## src/rtl/icache_line_reader.sv

```systemverilog
// Instruction-fetch line reader: serves prefetch requests from a single 16-byte line
// buffer (refilled over the code-read port) and streams 1-4 byte fragments to the prefetch FIFO.
module icache_line_reader (
    input  logic        clk,
    input  logic        rst_n,
    input  logic        pr_reset,
    input  logic        invalidate_do,
    input  logic        icacheread_do,
    input  logic [31:0] icacheread_address,
    input  logic [4:0]  icacheread_length,
    input  logic        icacheread_cache_disable,
    output logic        readcode_do,
    output logic [31:0] readcode_address,
    output logic        readcode_single,
    input  logic        readcode_partial_done,
    input  logic [31:0] readcode_partial,
    input  logic        readcode_done,
    output logic        prefetchfifo_write_do,
    output logic [35:0] prefetchfifo_write_data,
    output logic        prefetched_do,
    output logic [4:0]  prefetched_length
);

    typedef enum logic [1:0] {
        IDLE    = 2'd0,
        FILL    = 2'd1,
        DELIVER = 2'd2,
        ABORT   = 2'd3
    } state_t;

    state_t state;
    state_t state_nx;

    logic         line_valid;
    logic [27:0]  line_tag;
    logic [127:0] line_data;
    logic [31:0]  req_addr;
    logic [4:0]   remain;
    logic         req_cd;
    logic [1:0]   dw_idx;

    logic         accept;
    logic         req_hit;
    logic [3:0]   off;
    logic [4:0]   dw_room;
    logic [4:0]   line_room;
    logic [4:0]   limit;
    logic [4:0]   cnt;
    logic [31:0]  dword;
    logic [31:0]  shifted;
    logic [31:0]  mask;
    logic [31:0]  frag;
    logic         last_write;
    logic         write_en;

    // Fragment sizing: a write never crosses a dword, the request length, or the
    // region the request may use (rest of the line, or rest of the dword if uncached).
    always_comb begin : datapath
        off       = req_addr[3:0];
        dw_room   = 5'd4 - {3'b000, off[1:0]};
        line_room = 5'd16 - {1'b0, off};
        limit     = req_cd ? dw_room : line_room;
        cnt       = dw_room;
        if (remain < cnt) begin
            cnt = remain;
        end
        if (limit < cnt) begin
            cnt = limit;
        end
        dword   = line_data[{off[3:2], 5'b00000} +: 32];
        shifted = dword >> {off[1:0], 3'b000};
        case (cnt[2:0])
            3'd1:    mask = 32'h0000_00ff;
            3'd2:    mask = 32'h0000_ffff;
            3'd3:    mask = 32'h00ff_ffff;
            default: mask = 32'hffff_ffff;
        endcase
        frag       = shifted & mask;
        last_write = (remain == cnt) || (cnt == limit);
        accept     = icacheread_do && (icacheread_length != 5'd0) && !pr_reset;
        req_hit    = !icacheread_cache_disable && line_valid &&
                     (line_tag == icacheread_address[31:4]);
    end

    always_ff @(posedge clk) begin : state_reg
        if (!rst_n) begin
            state <= IDLE;
        end else begin
            state <= state_nx;
        end
    end

    always_comb begin : fsm_next
        state_nx         = state;
        write_en         = 1'b0;
        readcode_do      = 1'b0;
        readcode_single  = 1'b0;
        readcode_address = 32'h0;
        case (state)
            IDLE: begin
                if (accept) begin
                    state_nx = req_hit ? DELIVER : FILL;
                end
            end
            FILL: begin
                readcode_do = 1'b1;
                if (pr_reset) begin
                    state_nx = readcode_done ? IDLE : ABORT;
                end else if (readcode_done) begin
                    state_nx = DELIVER;
                end
            end
            DELIVER: begin
                if (pr_reset) begin
                    state_nx = IDLE;
                end else begin
                    write_en = 1'b1;
                    if (last_write) begin
                        state_nx = IDLE;
                    end
                end
            end
            ABORT: begin
                // The burst already issued must run to completion on the memory port.
                readcode_do = 1'b1;
                if (readcode_done) begin
                    state_nx = IDLE;
                end
            end
            default: state_nx = IDLE;
        endcase
        if (readcode_do) begin
            readcode_single  = req_cd;
            readcode_address = req_cd ? {req_addr[31:2], 2'b00} : {req_addr[31:4], 4'h0};
        end
        prefetchfifo_write_do   = write_en;
        prefetchfifo_write_data = write_en ? {cnt[3:0], frag} : 36'h0;
        prefetched_do           = write_en;
        prefetched_length       = write_en ? cnt : 5'd0;
    end

    always_ff @(posedge clk) begin : line_regs
        if (!rst_n) begin
            line_valid <= 1'b0;
            line_tag   <= 28'h0;
            line_data  <= 128'h0;
            req_addr   <= 32'h0;
            remain     <= 5'd0;
            req_cd     <= 1'b0;
            dw_idx     <= 2'd0;
        end else begin
            case (state)
                IDLE: begin
                    if (accept) begin
                        req_addr <= icacheread_address;
                        remain   <= icacheread_length;
                        req_cd   <= icacheread_cache_disable;
                        dw_idx   <= icacheread_cache_disable ? icacheread_address[3:2] : 2'd0;
                    end
                end
                FILL: begin
                    if (readcode_partial_done) begin
                        line_data[{dw_idx, 5'b00000} +: 32] <= readcode_partial;
                        dw_idx <= dw_idx + 2'd1;
                    end
                    if (pr_reset) begin
                        line_valid <= 1'b0;
                    end else if (readcode_done) begin
                        line_valid <= !req_cd;
                        if (!req_cd) begin
                            line_tag <= req_addr[31:4];
                        end
                    end
                end
                DELIVER: begin
                    if (write_en) begin
                        req_addr <= req_addr + {27'h0, cnt};
                        remain   <= remain - cnt;
                    end
                end
                default: ;
            endcase
            // Invalidation wins over a same-cycle refill completion.
            if (invalidate_do) begin
                line_valid <= 1'b0;
            end
        end
    end

endmodule
```

## config.mk

```make
export PLATFORM = sky130hd
export DESIGN_NAME = icache_line_reader
export DESIGN_NICKNAME = d
export VERILOG_FILES = /design/src/rtl/icache_line_reader.sv
export SDC_FILE = /design/constraint.sdc
export NUM_CORES = 1
export LEC_CHECK = 0
export CAP_MARGIN = 20
export CORE_MARGIN = 10
export CORE_UTILIZATION = 45
export CTS_CLUSTER_DIAMETER = 40
export DETAILED_ROUTE_END_ITERATION = 12
export PLACE_DENSITY = 0.75
export REMOVE_ABC_BUFFERS = 1
export SLEW_MARGIN = 20
export SYNTH_ARGS = -nofsm -noshare
export SYNTH_HDL_FRONTEND = slang
export SYNTH_SLANG_ARGS = --single-unit
```

## constraint.sdc

```tcl
create_clock -name clk -period 16.5 [get_ports clk]
set_input_delay 1.65 -clock clk [delete_from_list [all_inputs] [get_ports clk]]
set_output_delay 1.65 -clock clk [all_outputs]
set_load 0.1 [all_outputs]
```

# After elaboration in Yosys (flattened, before gate mapping)
# Index checks and enable logic that the tools add are counted.
[classes]
n_addsub = 6
n_lt_le_gt_ge = 2
eq_ne = 15
n_shift = 4
muxes = 34
bitwise_logic = 4
n_reduce_logical = 22
[op_table]
columns = ["operator", "count"]
rows = [
  ["bitwise mux 128 bit", 1],
  ["variable shift 32 x 9 -> 128 bit, first input constant", 1],
  ["variable part select 128 x 8 -> 32 bit", 1],
  ["variable part select 32 x 9 -> 128 bit", 1],
  ["two-way mux 32 bit", 3],
  ["one-hot mux 32 bit (3 select lines)", 1],
  ["one-hot mux 32 bit (2 select lines)", 1],
  ["two-way mux 36 bit", 1],
  ["adder 32 x 5 -> 32 bit", 1],
  ["AND 32 bit", 1],
  ["right shift 32 x 5 -> 32 bit", 1],
  ["two-way mux 5 bit", 6],
  ["== test 28 bit", 1],
  ["two-way mux 2 bit", 11],
  ["== test 5 bit", 2],
  ["less-than comparator 5 bit", 2],
  ["one-hot mux 5 bit (2 select lines)", 1],
  ["negation 7 -> 9 bit", 1],
  ["inequality test 2 bit, second input constant", 4],
  ["one-hot mux 2 bit (4 select lines)", 1],
  ["AND reduction 4 bit", 2],
  ["== test 3 x 2 -> 1 bit, second input constant", 2],
  ["two-way mux 1 bit", 6],
  ["inequality test 3 bit, second input constant", 2],
  ["other kinds (19)", 33],
]
[totals]
regBits = 199
inputBits = 77
out_inout_bits = 77
word_cells = 95

# Longest topological paths before layout
[depth]
ltp_word = 10
mapped_depth = 23
mapped_depth_nobuf = 20

# Worst setup path before layout
# Ideal clock, no wire load.
[synth_timing]
path_kind = "register to output"
startpoint = "register req_addr[1]"
endpoint = "output prefetchfifo_write_data[33]"
t_arrival_ps = 4820
required_time_ps = 14850
path_slack_ps = 10030
path_stages_with_launch = 13
n_path_buf = 3
cell_sequence = "dfxtp_1 > clkbuf_1 > inv_1 > clkbuf_1 > ha_1 > nor4b_1 > ha_1 > a21oi_1 > nor2_1 > a31oi_2 > a21oi_1 > nor2_1 > buf_4"
[synth_via]
elab_chain_cells = 6
word_cells_on_any_way = 8
classes_between = "add/sub (2); order compare (2); mux (4)"
[synth_lines]
columns = ["item", "line_no", "text"]
rows = [
  ["start: declaration", "37", "logic [31:0] req_addr;"],
  ["start signal: assignment", "155", "req_addr <= icacheread_address;"],
  ["start signal: assignment", "177", "req_addr <= req_addr + {27'h0, cnt};"],
  ["subtractor 3 x 2 -> 4 bit", "60", "dw_room = 5'd4 - {3'b000, off[1:0]};"],
  ["less-than comparator 5 bit", "64", "if (remain < cnt) begin"],
  ["two-way mux 5 bit", "64", ""],
  ["less-than comparator 5 bit", "67", "if (limit < cnt) begin"],
  ["two-way mux 5 bit *", "67", ""],
  ["two-way mux 36 bit *", "137", "prefetchfifo_write_data = write_en ? {cnt[3:0], frag} : 36'h0;"],
  ["end: declaration", "19", "output logic [35:0] prefetchfifo_write_data,"],
]
# Every way passes the cells marked *; elsewhere a longest branch is shown, timed or not.

# Worst setup path in the final report
[layout_timing]
startpoint = "register req_addr[0]"
endpoint = "output prefetchfifo_write_data[18]"
[layout_via]
elab_chain_cells = 9
word_cells_on_any_way = 14
classes_between = "add/sub (2); order compare (2); eq/ne (3); shift (1); mux (5); bitwise (1)"
[layout_lines]
columns = ["item", "line_no", "text"]
rows = [
  ["subtractor 3 x 2 -> 4 bit", "60", ""],
  ["less-than comparator 5 bit", "64", ""],
  ["two-way mux 5 bit", "64", ""],
  ["less-than comparator 5 bit", "67", ""],
  ["two-way mux 5 bit", "67", ""],
  ["== test 3 x 2 -> 1 bit / == test 3 x 1 -> 1 bit (equally long branches)", "72", "case (cnt[2:0])"],
  ["one-hot mux 32 bit (3 select lines)", "72", ""],
  ["AND 32 bit *", "78", "frag = shifted & mask;"],
  ["two-way mux 36 bit *", "137", ""],
]
# Marked as above.

==> flow_summary.json <==
{
  "outcome": "finished, final reports clean",
  "cp_cell_sequence": "buf_4, inv_1, ha_1, nor4b_1, ha_1, a21oi_1, nor2_1, a31oi_2, mux2i_1, o211ai_2, nor2_1, clkdlybuf4s50_1",
  "busiest_layer": "met2",
  "seq_area_frac_synth_pct": 36.4,
  "start_kind": "flop",
  "p_per_area_nw_per_um2": 88.2,
  "ys_types": 76,
  "ctsHoldBuffers": 0,
  "largestRegisters": "line_data: 128 flops, req_addr: 32 flops, line_tag: 28 flops",
  "clk_latency_ps": 450,
  "die_w_um": 176,
  "hold_class": "reg -> reg",
  "utilization_pct": 54.7,
  "grt_use_met3_pct": 5.79,
  "fin_crit_ps": 7690,
  "fin_worst_skew_ps": 15.2,
  "path_max_fanout": 24,
  "largest_register_ffs": 128,
  "syn_avg_cell_area_sq_um": 7.78,
  "max_freq_ghz": 0.130,
  "finalCritPeriodShare_pct": 46.6,
  "crit_type": "reg -> out",
  "cts_buffers": 17,
  "drcViolationCount": 0,
  "overflow": 0,
  "fin_setup_tns_ps": 0,
  "synth_area_sq_um": 10900,
  "first_iter_violations": 1480,
  "path_clk_slew_ps": 80,
  "peakVddDrop_v": 0.0000698,
  "multi_input_area_sq_um": 6410,
  "setup_slack_ps": 8810,
  "dp_hpwl_um": 24300,
  "cp-end-kind": "output pin",
  "whs_ps": 450,
  "grt_pass1_wl_um": 58700,
  "grtUsageMet1_pct": 30.4,
  "relSlewSlack_pct": 24.4,
  "yosys-top-cells-count": "nand2_1, a21oi_1, dfxtp_1",
  "maxSlewViolCount": 0,
  "ys.flop_type": "dfxtp_1",
  "crit_path_top_delay_cell": "clkdlybuf4s50_1",
  "port_buffers": 151,
  "dr.pass1.iters": 6,
  "post-place-ws_ps": 9230,
  "slowest_delay_ps": 1190,
  "num_rows": 57,
  "wl_um": 37300,
  "clock_sinks": 199,
  "cts_setup_buffers": 0,
  "grt_max_degree": 105,
  "drive_gt1_share_pct": 8.11,
  "worst_pin_slew_ps": 1130,
  "seqCellArea_sq_um": 3990,
  "yosysTopAreaCell": "dfxtp_1",
  "groute.usage.overall_pct": 23.4,
  "p_leak_uw": 0.00438,
  "cts_max_path_buffers": 2,
  "via_count": 11200,
  "area_delta_synth_final_pct": 20.5,
  "fp.coreArea_sq_um": 24100,
  "async_flop_share_pct": 0,
  "setup_viol": 0,
  "ios": 154,
  "first_global_vias": 10600,
  "place.gp.congestion": 0.920,
  "viasPerCell": 6.14,
  "top_register": "line_data",
  "yosysMostFrequentCell": "nand2_1",
  "h-tree-depth": 4,
  "die_h_um": 176,
  "rsz0062_at_grt": "no",
  "synth_seq_cells": 199,
  "synth_top_area_share_pct": 36.4,
  "wl_per_cell_um": 20.5,
  "initial_core_util_pct": 45.4,
  "antenna_found_initial": 0,
  "synth_edf_count": 0,
  "synth_warnings": 0,
  "postSynthCellCount": 1407,
  "ant_nets": 0,
  "use_met2_pct": 36.8,
  "max_cap_violations": 0,
  "cp.arrival_ps": 6040,
  "root_buffer": "clkbuf_16",
  "nets": 1576,
  "die_area_sq_um": 31000,
  "worst_ep_required_time_ps": 14850,
  "cts-resized-gates": 0,
  "nFillCells": 2271,
  "synth_area_leaders": "dfxtp_1, a21oi_1, nand2_1",
  "cts_tree": "yes",
  "hold_viol": 0
}
[cells in the final DEF (no fill, tap or decap), types with 16 or more instances in the layout]
| cell type | instances |
|---|---|
| clkbuf_16 | 17 |
| clkdlybuf4s50_1 | 151 |
| nor2_1 | 71 |
| and3_1 | 16 |
| and2_1 | 41 |
| ha_1 | 18 |
| a21oi_1 | 209 |
| buf_4 | 20 |
| nor3_1 | 18 |
| dfxtp_1 | 197 |
| o21ai_0 | 37 |
| xor2_1 | 18 |
| inv_1 | 26 |
| nand2_1 | 266 |
| nand3_1 | 140 |
| mux4_2 | 32 |
| a211oi_1 | 28 |
[worst max-delay path, delay by kind of cell (launching register included)]
kind,cells,cell delay (ps)
buffers and inverters,3,2040
muxes,1,270
and+or+nand+nor,3,1000
adders and majority gates,2,810
DFF,1,310
AOI/OAI and AO/OA,3,1150
[path summary, 6_finish.rpt]
path	slack (ps)	endpoint	startpoint	cells after the start
setup / recovery	8810	prefetchfifo_write_data[18]	req_addr[0]$_SDFFE_PN0P_	12
hold / removal	450	line_data[122]$_SDFFE_PN0P_	line_data[122]$_SDFFE_PN0P_	2
setup reg to reg	9990	req_addr[17]$_SDFFE_PN0P_	req_addr[0]$_SDFFE_PN0P_	19
hold reg to reg	450	line_data[122]$_SDFFE_PN0P_	line_data[122]$_SDFFE_PN0P_	2
[area by class of cell]
cell class | count | share of cell area, %
Antenna cell | 1 | 0.0190
Timing Repair Buffer | 171 | 12.6
Sequential cell | 199 | 30.2
Tap cell | 324 | 3.08
Multi-Input combinational cell | 1063 | 48.6
Clock inverter | 14 | 1.33
Clock buffer | 18 | 3.33
Inverter | 27 | 0.788
[stage by stage]
stage               instances  area [sq um]  total power [uW]
finish                   1817         13200              1160
global route             1816         13200              1210
CTS                      1816         13200              1160
detailed placement       1784         12600               739
global placement         1784         12600               736
floorplan                1289         10500               659
[layer usage]
metal / vias up / wire length, um
met5: - / 50
met4: 2 / 1090
met3: 91 / 4100
met2: 693 / 16900
met1: 5265 / 15100
li1: 5100 / -
[cell families after synthesis]
family	Yosys count	synth area share (%)
buf+inv	147	5.44
fa+ha+maj	20	2.42
other cells	2	0.0686
flops	199	36.4
xor+xnor	34	2.79
mux	46	7.87
compound gates	349	19.1
simple gates	610	25.9
[power breakdown]
group | internal (uW) | switching, uW | leakage (uW)
clock network | 210 | 219 | 0.000298
registers | 490 | 14.0 | 0.00161
logic | 83.8 | 146 | 0.00248
Power figures use the tool's default switching activity.
